## src/rtl/bingo_pkg.sv

```systemverilog
// bingo_pkg: shared defaults, LFSR taps and draw FSM states for number_draw
package bingo_pkg;
  localparam int DATA_WIDTH_DEF = 8;
  localparam int MAX_NUMBER_DEF = 99;
  localparam logic [7:0] LFSR_TAPS_8 = 8'hB8;
  typedef enum logic [2:0] {
    ST_IDLE,
    ST_CLEAR,
    ST_WAIT_BTN,
    ST_DRAW,
    ST_CHECK,
    ST_COMMIT,
    ST_DONE
  } draw_state_e;
endpackage

```

## src/rtl/number_draw_btn_conditioner.sv

```systemverilog
// btn_conditioner: 2-FF synchroniser, optional debounce (DRAW_DEBOUNCE_EN), rising-edge pulse
module btn_conditioner #(
  parameter int DEBOUNCE_CYCLES = 1000000
) (
  input  logic clk,
  input  logic rst,
  input  logic btn,
  output logic btn_pulse
);
  logic [1:0] sync;
  logic level, level_q;
  always_ff @(posedge clk or posedge rst)
    if (rst) sync <= '0;
    else sync <= {sync[0], btn};
`ifdef DRAW_DEBOUNCE_EN
  localparam int CW = $clog2(DEBOUNCE_CYCLES + 1);
  logic [CW-1:0] cnt;
  // level flips only after DEBOUNCE_CYCLES consecutive samples disagree with it
  always_ff @(posedge clk or posedge rst)
    if (rst) begin
      level <= 1'b0;
      cnt <= '0;
    end else if (sync[1] == level) cnt <= '0;
    else if (cnt == CW'(DEBOUNCE_CYCLES - 1)) begin
      level <= sync[1];
      cnt <= '0;
    end else cnt <= cnt + 1'b1;
`else
  logic unused_debounce;
  assign unused_debounce = DEBOUNCE_CYCLES[0];
  assign level = sync[1];
`endif
  always_ff @(posedge clk or posedge rst)
    if (rst) begin
      level_q <= 1'b0;
      btn_pulse <= 1'b0;
    end else begin
      level_q <= level;
      btn_pulse <= level & ~level_q;
    end
endmodule

```

## src/rtl/number_draw.sv

```systemverilog
// number_draw: draws non-repeating pseudo-random numbers 1..MAX_NUMBER on button presses
// Build option: DRAW_DEBOUNCE_EN enables the button debounce counter.
module number_draw import bingo_pkg::*; #(
  parameter int DATA_WIDTH = DATA_WIDTH_DEF,
  parameter int MAX_NUMBER = MAX_NUMBER_DEF,
  parameter int DEBOUNCE_CYCLES = 1000000,
  parameter logic [DATA_WIDTH-1:0] LFSR_SEED = DATA_WIDTH'(8'hA5),
  parameter logic [DATA_WIDTH-1:0] LFSR_TAPS = DATA_WIDTH'(LFSR_TAPS_8)
) (
  input  logic                  clk,
  input  logic                  rst,
  input  logic                  start_game,
  input  logic                  next_btn,
  input  logic                  endgame,
  output logic [DATA_WIDTH-1:0] guessed_number,
  output logic                  next_edge,
  output logic [DATA_WIDTH-1:0] draw_count,
  output logic                  all_drawn,
  output logic                  busy
);
  localparam logic [DATA_WIDTH-1:0] MAXV = DATA_WIDTH'(MAX_NUMBER);
  draw_state_e state, state_nx;
  logic btn_pulse, end_seen, cand_ok;
  logic [DATA_WIDTH-1:0] lfsr, cand;
  logic [MAX_NUMBER:1] drawn, cand_hot;
  btn_conditioner #(.DEBOUNCE_CYCLES(DEBOUNCE_CYCLES)) u_btn (
    .clk      (clk),
    .rst      (rst),
    .btn      (next_btn),
    .btn_pulse(btn_pulse)
  );
  // one-hot of cand; all-zero when cand is outside 1..MAX_NUMBER
  for (genvar i = 1; i <= MAX_NUMBER; i++) begin : g_hot
    assign cand_hot[i] = cand == DATA_WIDTH'(i);
  end
  assign cand_ok = |cand_hot && !(|(drawn & cand_hot));
  assign all_drawn = draw_count == MAXV;
  assign busy = state inside {ST_DRAW, ST_CHECK, ST_COMMIT};
  always_ff @(posedge clk or posedge rst)
    if (rst) lfsr <= LFSR_SEED;
    else lfsr <= {lfsr[DATA_WIDTH-2:0], ^(lfsr & LFSR_TAPS)};
  always_ff @(posedge clk or posedge rst)
    if (rst) state <= ST_IDLE;
    else state <= state_nx;
  always_comb begin
    state_nx = state;
    case (state)
      ST_IDLE:     state_nx = start_game ? ST_CLEAR : ST_IDLE;
      ST_CLEAR:    state_nx = ST_WAIT_BTN;
      ST_WAIT_BTN: state_nx = endgame ? ST_DONE : btn_pulse ? ST_DRAW : ST_WAIT_BTN;
      ST_DRAW:     state_nx = ST_CHECK;
      ST_CHECK:    state_nx = cand_ok ? ST_COMMIT : ST_CHECK;
      ST_COMMIT:   state_nx = (all_drawn || end_seen || endgame) ? ST_DONE : ST_WAIT_BTN;
      ST_DONE:     state_nx = start_game ? ST_CLEAR : ST_DONE;
      default:     state_nx = ST_IDLE;
    endcase
  end
  // commit registers load on CHECK->COMMIT so next_edge and guessed_number change together
  always_ff @(posedge clk or posedge rst)
    if (rst) begin
      cand <= '0;
      drawn <= '0;
      guessed_number <= '0;
      next_edge <= 1'b0;
      draw_count <= '0;
      end_seen <= 1'b0;
    end else begin
      next_edge <= 1'b0;
      if (state == ST_CLEAR) begin
        drawn <= '0;
        draw_count <= '0;
        end_seen <= 1'b0;
      end
      if (busy && endgame) end_seen <= 1'b1;
      if (state == ST_DRAW) cand <= lfsr;
      if (state == ST_CHECK) begin
        if (cand_ok) begin
          drawn <= drawn | cand_hot;
          guessed_number <= cand;
          next_edge <= 1'b1;
          draw_count <= draw_count + 1'b1;
        end else cand <= (cand >= MAXV) ? DATA_WIDTH'(1) : cand + 1'b1;
      end
    end
endmodule

```

## config.mk

```make
export PLATFORM = sky130hd
export DESIGN_NAME = number_draw
export DESIGN_NICKNAME = d
export VERILOG_FILES = /design/src/rtl/bingo_pkg.sv /design/src/rtl/number_draw_btn_conditioner.sv /design/src/rtl/number_draw.sv
export SDC_FILE = /design/constraint.sdc
export NUM_CORES = 1
export LEC_CHECK = 0
export ABC_CLOCK_PERIOD_IN_PS = 9900
export BUFFER_PORTS_ARGS = -buffer_cell sky130_fd_sc_hd__buf_2
export CAP_MARGIN = 30
export CORE_MARGIN = 3
export CORE_UTILIZATION = 50
export CTS_CLUSTER_SIZE = 28
export DETAILED_ROUTE_END_ITERATION = 10
export PLACE_DENSITY = 0.66
export SLEW_MARGIN = 25
export SYNTH_ARGS = -nofsm -noshare
export SYNTH_HDL_FRONTEND = slang
export SYNTH_SLANG_ARGS = --single-unit
```

## constraint.sdc

```tcl
create_clock -name clk -period 9.9 [get_ports clk]
set_input_delay 1.485 -clock clk [delete_from_list [all_inputs] [get_ports clk]]
set_output_delay 1.485 -clock clk [all_outputs]
set_load 0.01 [all_outputs]
```

==> results of run 1 <==
[power by group]
part           total (mW)  switching, mW  internal, mW
Clock               0.662          0.259         0.404
Sequential          0.691         0.0628         0.628
Combinational       0.941          0.670         0.271
[flip-flops by register name, summed over array words and instances, names as in the netlist]
signal and cells:
cand 8, draw_count 8, u_btn.level_q 1, end_seen 1
drawn 99, state 3, guessed_number 8, lfsr 8
next_edge 1, u_btn.btn_pulse 1, u_btn.sync 2
[worst paths after layout]
check,end
setup / recovery,drawn[14]$_DFF_PP0_
hold / removal,u_btn.sync[1]$_DFF_PP0_
setup reg to reg,drawn[14]$_DFF_PP0_
hold reg to reg,u_btn.sync[1]$_DFF_PP0_
max in group asynchronous,cand[3]$_DFF_PP0_
min in group asynchronous,draw_count[1]$_DFF_PP0_
[synthesized netlist by cell type, types with 10 or more instances]
master | number | area share
a21oi_1 | 18 | 0.012
o21ai_0 | 25 | 0.017
clkbuf_1 | 48 | 0.024
mux2_2 | 10 | 0.015
dfrtp_1 | 136 | 0.45
mux2i_1 | 15 | 0.020
nor2_1 | 27 | 0.013
inv_1 | 15 | 0.0075
nor3_1 | 15 | 0.010
a22o_1 | 14 | 0.016
buf_6 | 11 | 0.016
nand2_1 | 40 | 0.020
buf_2 | 18 | 0.012
nand3_1 | 22 | 0.015
a32o_1 | 107 | 0.14
and2_1 | 16 | 0.013
nor2b_1 | 11 | 0.0091
[cell type report]
class,count,share of cell area
Tap cell,184,0.0278
Clock inverter,13,0.0199
Inverter,16,0.00785
Timing Repair Buffer,44,0.0350
Clock buffer,19,0.0534
Sequential cell,140,0.424
Multi-Input combinational cell,466,0.432
[worst max-delay path, cell delays in order (launching register included)]
cell and delay [ns]:
dfrtp_1 0.44, inv_1 0.12, ha_1 0.53, nor2b_1 0.35, a32o_1 0.28, a222oi_1 0.44
o2111ai_1 0.22, nor4_2 0.37, o211ai_2 0.39, nor2_4 0.31, buf_4 0.42, buf_16 0.33
a32o_1 0.23
[per-layer routing]
metal  wire [um]  track usage  up-vias
li1            -            -     2727
met1        9610        0.401     3185
met4         429       0.0902        0
met2       10400        0.417      333
met5           0            0        -
met3        2210       0.0739       41
[kinds of logic (layout without fill, tap and decap cells)]
| family | Yosys count | after routing |
|---|---|---|
| buf+inv | 102 | 92 |
| compound gates | 238 | 238 |
| xor+xnor | 3 | 3 |
| mux | 26 | 26 |
| fa+ha+maj | 6 | 6 |
| simple gates | 193 | 193 |
| flops | 140 | 140 |
[per-stage QoR]
step | total power [mW] | hold slack [ns] | setup slack [ns] | util
global route | 2.40 | 0.404 | 5.05 | 0.566
finish | 2.29 | 0.372 | 5.32 | 0.566
detailed placement | 1.61 | 0.368 | 5.48 | 0.524
CTS | 2.27 | 0.382 | 5.44 | 0.566
global placement | 1.57 | 0.336 | 5.13 | 0.522
floorplan | 1.40 | 0.331 | 4.67 | -
==> impl_metrics.env, run 1 <==
export IMPL_placed_cells=850
export IMPL_nFillCells=1250
export IMPL_rsz0062_at_grt="no"
export IMPL_cap_violations=0
export IMPL_grt_antenna_before_repair=0
export IMPL_cts_tree="done"
export IMPL_yosysUniqueCellTypes=79
export IMPL_n_antenna_cell=0
export IMPL_cp_end_kind="flop"
export IMPL_worstHoldStart="u_btn.sync[0]$_DFF_PP0_"
export IMPL_rows=44
export IMPL_drive_gt1_frac=0.163
export IMPL_port_buffers=23
export IMPL_ys_seq_area_frac=0.465
export IMPL_synth_ff_type="dfrtp_1"
export IMPL_setup_tns_ns=0
export IMPL_ys_warn_count=0
export IMPL_synthAdderAreaFrac=0.00963
export IMPL_io_pins=24
export IMPL_final_cell_mix="dfrtp_1 (134), a32o_1 (107), nand2_1 (40), nor2_1 (27), o21ai_0 (25)"
export IMPL_postSynthCellCount=708
export IMPL_worst_slew_pin_slew_ns=0.919
export IMPL_synth_compound_area_frac=0.271
export IMPL_async_reset_ff_frac=1.00
export IMPL_fin_skew_ns=0.00833
export IMPL_numCtsBuffers=17
export IMPL_fin_crit_ns=4.58
export IMPL_crit_fanout=74
export IMPL_root_buffer="clkbuf_16"
export IMPL_coreArea_um2=14600
export IMPL_die_y_um=129
export IMPL_drt_pass1_iterations=8
export IMPL_p_per_area_nw_per_um2=277
export IMPL_start_util=0.515
export IMPL_synth_net_count=718
export IMPL_post_dp_cell_area_um2=7680
export IMPL_cts_resized=0
export IMPL_status="finished, final reports clean"
export IMPL_layout_commonest_cell="dfrtp_1"
export IMPL_worstPathArrival_ns=4.95
export IMPL_drt_iter0_markers=788
export IMPL_vdd_drop_max_mv=0.249
export IMPL_path_clk_slew_ns=0.06
export IMPL_ctsHtreeMaxLevel=4
export IMPL_regArea_um2=3510
export IMPL_grt_max_degree=92
export IMPL_cp_start_kind="flop"
export IMPL_synth_top_family_by_area="compound AO/OA/AOI/OAI gates"
export IMPL_setup_viol=0
export IMPL_required_ns=10.27
export IMPL_synth_xor_area_share=0.00349
export IMPL_viasPerCell=7.13
export IMPL_overflow=0
export IMPL_p_leak_nw=3.44
export IMPL_route_detailed_wl_per_inst_um=25.6
export IMPL_drv_slew=0
export IMPL_clockBufferDepth=2
export IMPL_syn_area_um2=7540
export IMPL_hold_viol_final=0
export IMPL_synth_mux_area_frac=0.0363
export IMPL_hold_depth=0
export IMPL_synth_simple_gate_area_frac=0.147
export IMPL_grt_util_all_layers=0.280
export IMPL_finalCritPeriodShare=0.463
export IMPL_nNetsFinal=695
export IMPL_route_detailed_drc=0
export IMPL_insertion_delay_ns=0.43
export IMPL_hp_class="flop to flop"
export IMPL_dieWidth_um=129
export IMPL_r2r_slack_ns=5.32
export IMPL_dpl_hpwl_mm=13.8
export IMPL_post_cts_buffers=0
export IMPL_synth_edf_count=0
export IMPL_gp_congestion=0.911
export IMPL_ant_nets=0
export IMPL_slew_headroom=0.387
export IMPL_clock_sinks=140
export IMPL_path_class="flop to flop"
export IMPL_multi_input_area_um2=3580
export IMPL_timing_fmax_mhz=218
export IMPL_startpoint="cand[0]$_DFF_PP0_"
export IMPL_dieArea_um2=16600
export IMPL_grt_pass1_wl_mm=35.9
export IMPL_routed_via_count=6286
export IMPL_reg2regPathDepth=12
export IMPL_finalNonFillerCells=882
export IMPL_final_area_um2=8290
export IMPL_routed_wl_mm=22.6
export IMPL_r2r_start="cand[0]$_DFF_PP0_"
export IMPL_cts_hold_buf=0
export IMPL_area_growth_pct=9.96
export IMPL_avgSynthCellArea_um2=10.6
export IMPL_ys_seq_elements=140
export IMPL_grt_pass1_vias=6170
No activity file was read; power rests on OpenSTA's default activity.
==> run 2: changes to the inputs <==
--- a/config.mk
+++ b/config.mk
@@ -5,7 +5,7 @@
 export SDC_FILE = /design/constraint.sdc
 export NUM_CORES = 1
 export LEC_CHECK = 0
-export ABC_CLOCK_PERIOD_IN_PS = 9900
+export ABC_CLOCK_PERIOD_IN_PS = 4300
 export BUFFER_PORTS_ARGS = -buffer_cell sky130_fd_sc_hd__buf_2
 export CAP_MARGIN = 30
 export CORE_MARGIN = 3
==> constraint.sdc (replaced) <==
create_clock -name clk -period 4.3 [get_ports clk]
set_input_delay 0.645 -clock clk [delete_from_list [all_inputs] [get_ports clk]]
set_output_delay 0.645 -clock clk [all_outputs]
set_load 0.01 [all_outputs]
==> run 2 against run 1 <==
Net effect: total power increased by 140%; cell area increased by 2.8%; combinational power is 140% higher; sequential power increased by 140%; setup slack got worse by 4.9 ns; first-iteration DRC count up 20%; critical path depth fell by 2; non-clock buffer count rose by 27; core utilization rose by 1.6 points; hold slack got worse by 0.080 ns; critical path type unchanged.
==> impl_metrics.env, run 2 (same netlist as run 1, synthesis figures left out) <==
export IMPL_status="finished, final reports clean"
export IMPL_drt_pass1_iterations=6
export IMPL_endpoint="guessed_number[1]$_DFFE_PP0P_"
export IMPL_gp_congestion=0.953
export IMPL_hold_slack_ns=0.292
export IMPL_dpl_hpwl_mm=15.0
export IMPL_r2r_end="guessed_number[1]$_DFFE_PP0P_"
export IMPL_nNetsFinal=722
export IMPL_grt_util_all_layers=0.285
export IMPL_nFillCells=1239
export IMPL_finalNonFillerCells=908
export IMPL_rsz0062_at_grt="no"
export IMPL_slew_headroom=0.362
export IMPL_area_growth_pct=13.0
export IMPL_grt_pass1_wl_mm=36.4
export IMPL_placed_cells=876
export IMPL_switchingPower_mw=2.29
export IMPL_cell_internal_pwr_mw=3.19
export IMPL_p_leak_nw=3.59
export IMPL_route_detailed_drc=0
export IMPL_routed_wl_mm=22.9
export IMPL_power_frac_comb=0.421
export IMPL_grt_max_degree=80
export IMPL_worst_slew_pin_slew_ns=0.957
export IMPL_cap_violations=0
export IMPL_cts_resized=0
export IMPL_setup_tns_ns=0
export IMPL_reg2regPathDepth=10
export IMPL_fin_skew_ns=0.0107
export IMPL_startpoint="cand[1]$_DFF_PP0_"
export IMPL_die_y_um=129
export IMPL_io_pins=24
export IMPL_overflow=0
export IMPL_finalCritPeriodShare=0.894
export IMPL_routed_via_count=6474
export IMPL_setup_viol=0
export IMPL_fin_crit_ns=3.84
export IMPL_dieArea_um2=16600
export IMPL_cts_hold_buf=0
export IMPL_cp_start_kind="flop"
export IMPL_cp_end_kind="flop"
export IMPL_switching_share=0.418
export IMPL_slowest_delay_ns=0.57
export IMPL_root_buffer="clkbuf_16"
export IMPL_insertion_delay_ns=0.43
export IMPL_required_ns=4.61
export IMPL_n_antenna_cell=0
export IMPL_path_clk_slew_ns=0.06
export IMPL_worstPathArrival_ns=4.15
export IMPL_port_buffers=23
export IMPL_clock_sinks=140
export IMPL_drv_slew=0
export IMPL_rows=44
export IMPL_drive_gt1_frac=0.191
export IMPL_crit_fanout=33
export IMPL_largest_register_ffs=99
export IMPL_clockBufferDepth=2
export IMPL_cts_tree="done"
export IMPL_path_cells="inv_1 > ha_1 > and3b_1 > a222oi_1 > o22ai_1 > nor4b_4 > o211ai_2 > nor2_4 > buf_4 > mux2_2"
export IMPL_ant_nets=0
export IMPL_grt_pass1_vias=6178
export IMPL_dieWidth_um=129
export IMPL_p_per_area_nw_per_um2=643
export IMPL_hold_viol_final=0
export IMPL_clkPwrFrac=0.281
export IMPL_layout_commonest_cell="dfrtp_1"
export IMPL_path_class="flop to flop"
export IMPL_grt_antenna_before_repair=0
export IMPL_route_detailed_wl_per_inst_um=25.2
export IMPL_post_cts_buffers=0
export IMPL_r2r_start="cand[1]$_DFF_PP0_"
export IMPL_viasPerCell=7.13
export IMPL_start_util=0.515
export IMPL_hp_class="input port to asynchronous set/reset pin"
export IMPL_numCtsBuffers=17
export IMPL_vdd_drop_max_mv=0.427
export IMPL_critPathSlowestCell="a222oi_1"
export IMPL_timing_fmax_mhz=260
export IMPL_final_cell_mix="dfrtp_1 (134), a32o_1 (107), buf_4 (43), nand2_1 (40), nor2_1 (27)"
export IMPL_seq_power_share=0.298
export IMPL_r2r_slack_ns=0.46
export IMPL_top_register="drawn"
export IMPL_ctsHtreeMaxLevel=4
export IMPL_coreArea_um2=14600
export IMPL_drt_iter0_markers=943
## run 2: changes by cell type in the layout (fill, tap and decap cells not counted)
| cell | previous run | this run |
|---|---|---|
| clkinv_4 | 2 | 1 |
| clkinv_2 | 2 | 3 |
| bufinv_16 | 3 | 4 |
| nor3b_2 | 1 | 0 |
| inv_6 | 3 | 1 |
| nor3b_1 | 3 | 4 |
| clkinvlp_4 | 4 | 3 |
| clkbuf_1 | 1 | 2 |
| buf_16 | 1 | 0 |
| buf_4 | 19 | 43 |
| buf_12 | 0 | 4 |
## run 2: worst max-delay path: cells and delay by family (launching register included)
family          cells  cell delay, ns
mux                 1            0.38
fa+ha+maj           1            0.49
compound gates      3            1.01
buf+inv             2            0.47
flops               1            0.42
simple gates        3            0.92
## run 2: worst min-delay path by stage
stage / from / end / slack [ns]
4_1_cts: rst / lfsr[4]$_DFF_PP0_ / 0.31
3_3_place_gp: u_btn.sync[0]$_DFF_PP0_ / u_btn.sync[1]$_DFF_PP0_ / 0.33
6_report: rst / lfsr[4]$_DFF_PP0_ / 0.29
2_1_floorplan: u_btn.sync[0]$_DFF_PP0_ / u_btn.sync[1]$_DFF_PP0_ / 0.33
3_5_place_dp: u_btn.sync[0]$_DFF_PP0_ / u_btn.sync[1]$_DFF_PP0_ / 0.34
5_1_grt: next_btn / u_btn.sync[0]$_DFF_PP0_ / 0.31
## run 2: final cells by class
class / instances / area (um^2) / area share
Timing Repair Buffer: 71 / 523 / 0.0614
Multi-Input combinational cell: 466 / 3580 / 0.420
Sequential cell: 140 / 3510 / 0.412
Clock inverter: 11 / 168 / 0.0197
Clock buffer: 20 / 447 / 0.0524
Inverter: 16 / 63.8 / 0.00749
Tap cell: 184 / 230 / 0.0270
## run 2: power by group through the flow
stage | combinational, mW | clock (mW) | sequential, mW
floorplan | 1.66 | 0 | 1.56
global placement | 2.19 | 0 | 1.65
detailed placement | 2.23 | 0 | 1.65
CTS | 2.24 | 1.55 | 1.63
global route | 2.46 | 1.61 | 1.65
finish | 2.30 | 1.54 | 1.63
## run 2: metal layers
| metal | wire length, um | part of all wire | global-route usage |
|---|---|---|---|
| met3 | 2200 | 0.096 | 0.0776 |
| met5 | 0 | 0 | 0 |
| met4 | 543 | 0.024 | 0.0920 |
| met2 | 10600 | 0.46 | 0.418 |
| met1 | 9580 | 0.42 | 0.411 |
## run 2: through the flow
step | util | power [mW] | setup WS [ns] | instance area (um^2)
after CTS | 0.582 | 5.42 | 0.509 | 8520
final | 0.582 | 5.48 | 0.457 | 8520
after global placement | 0.540 | 3.84 | 0.594 | 7900
after floorplan | - | 3.22 | 1.26 | 7540
after global routing | 0.582 | 5.73 | 0.261 | 8520
after detailed placement | 0.540 | 3.88 | 0.546 | 7900
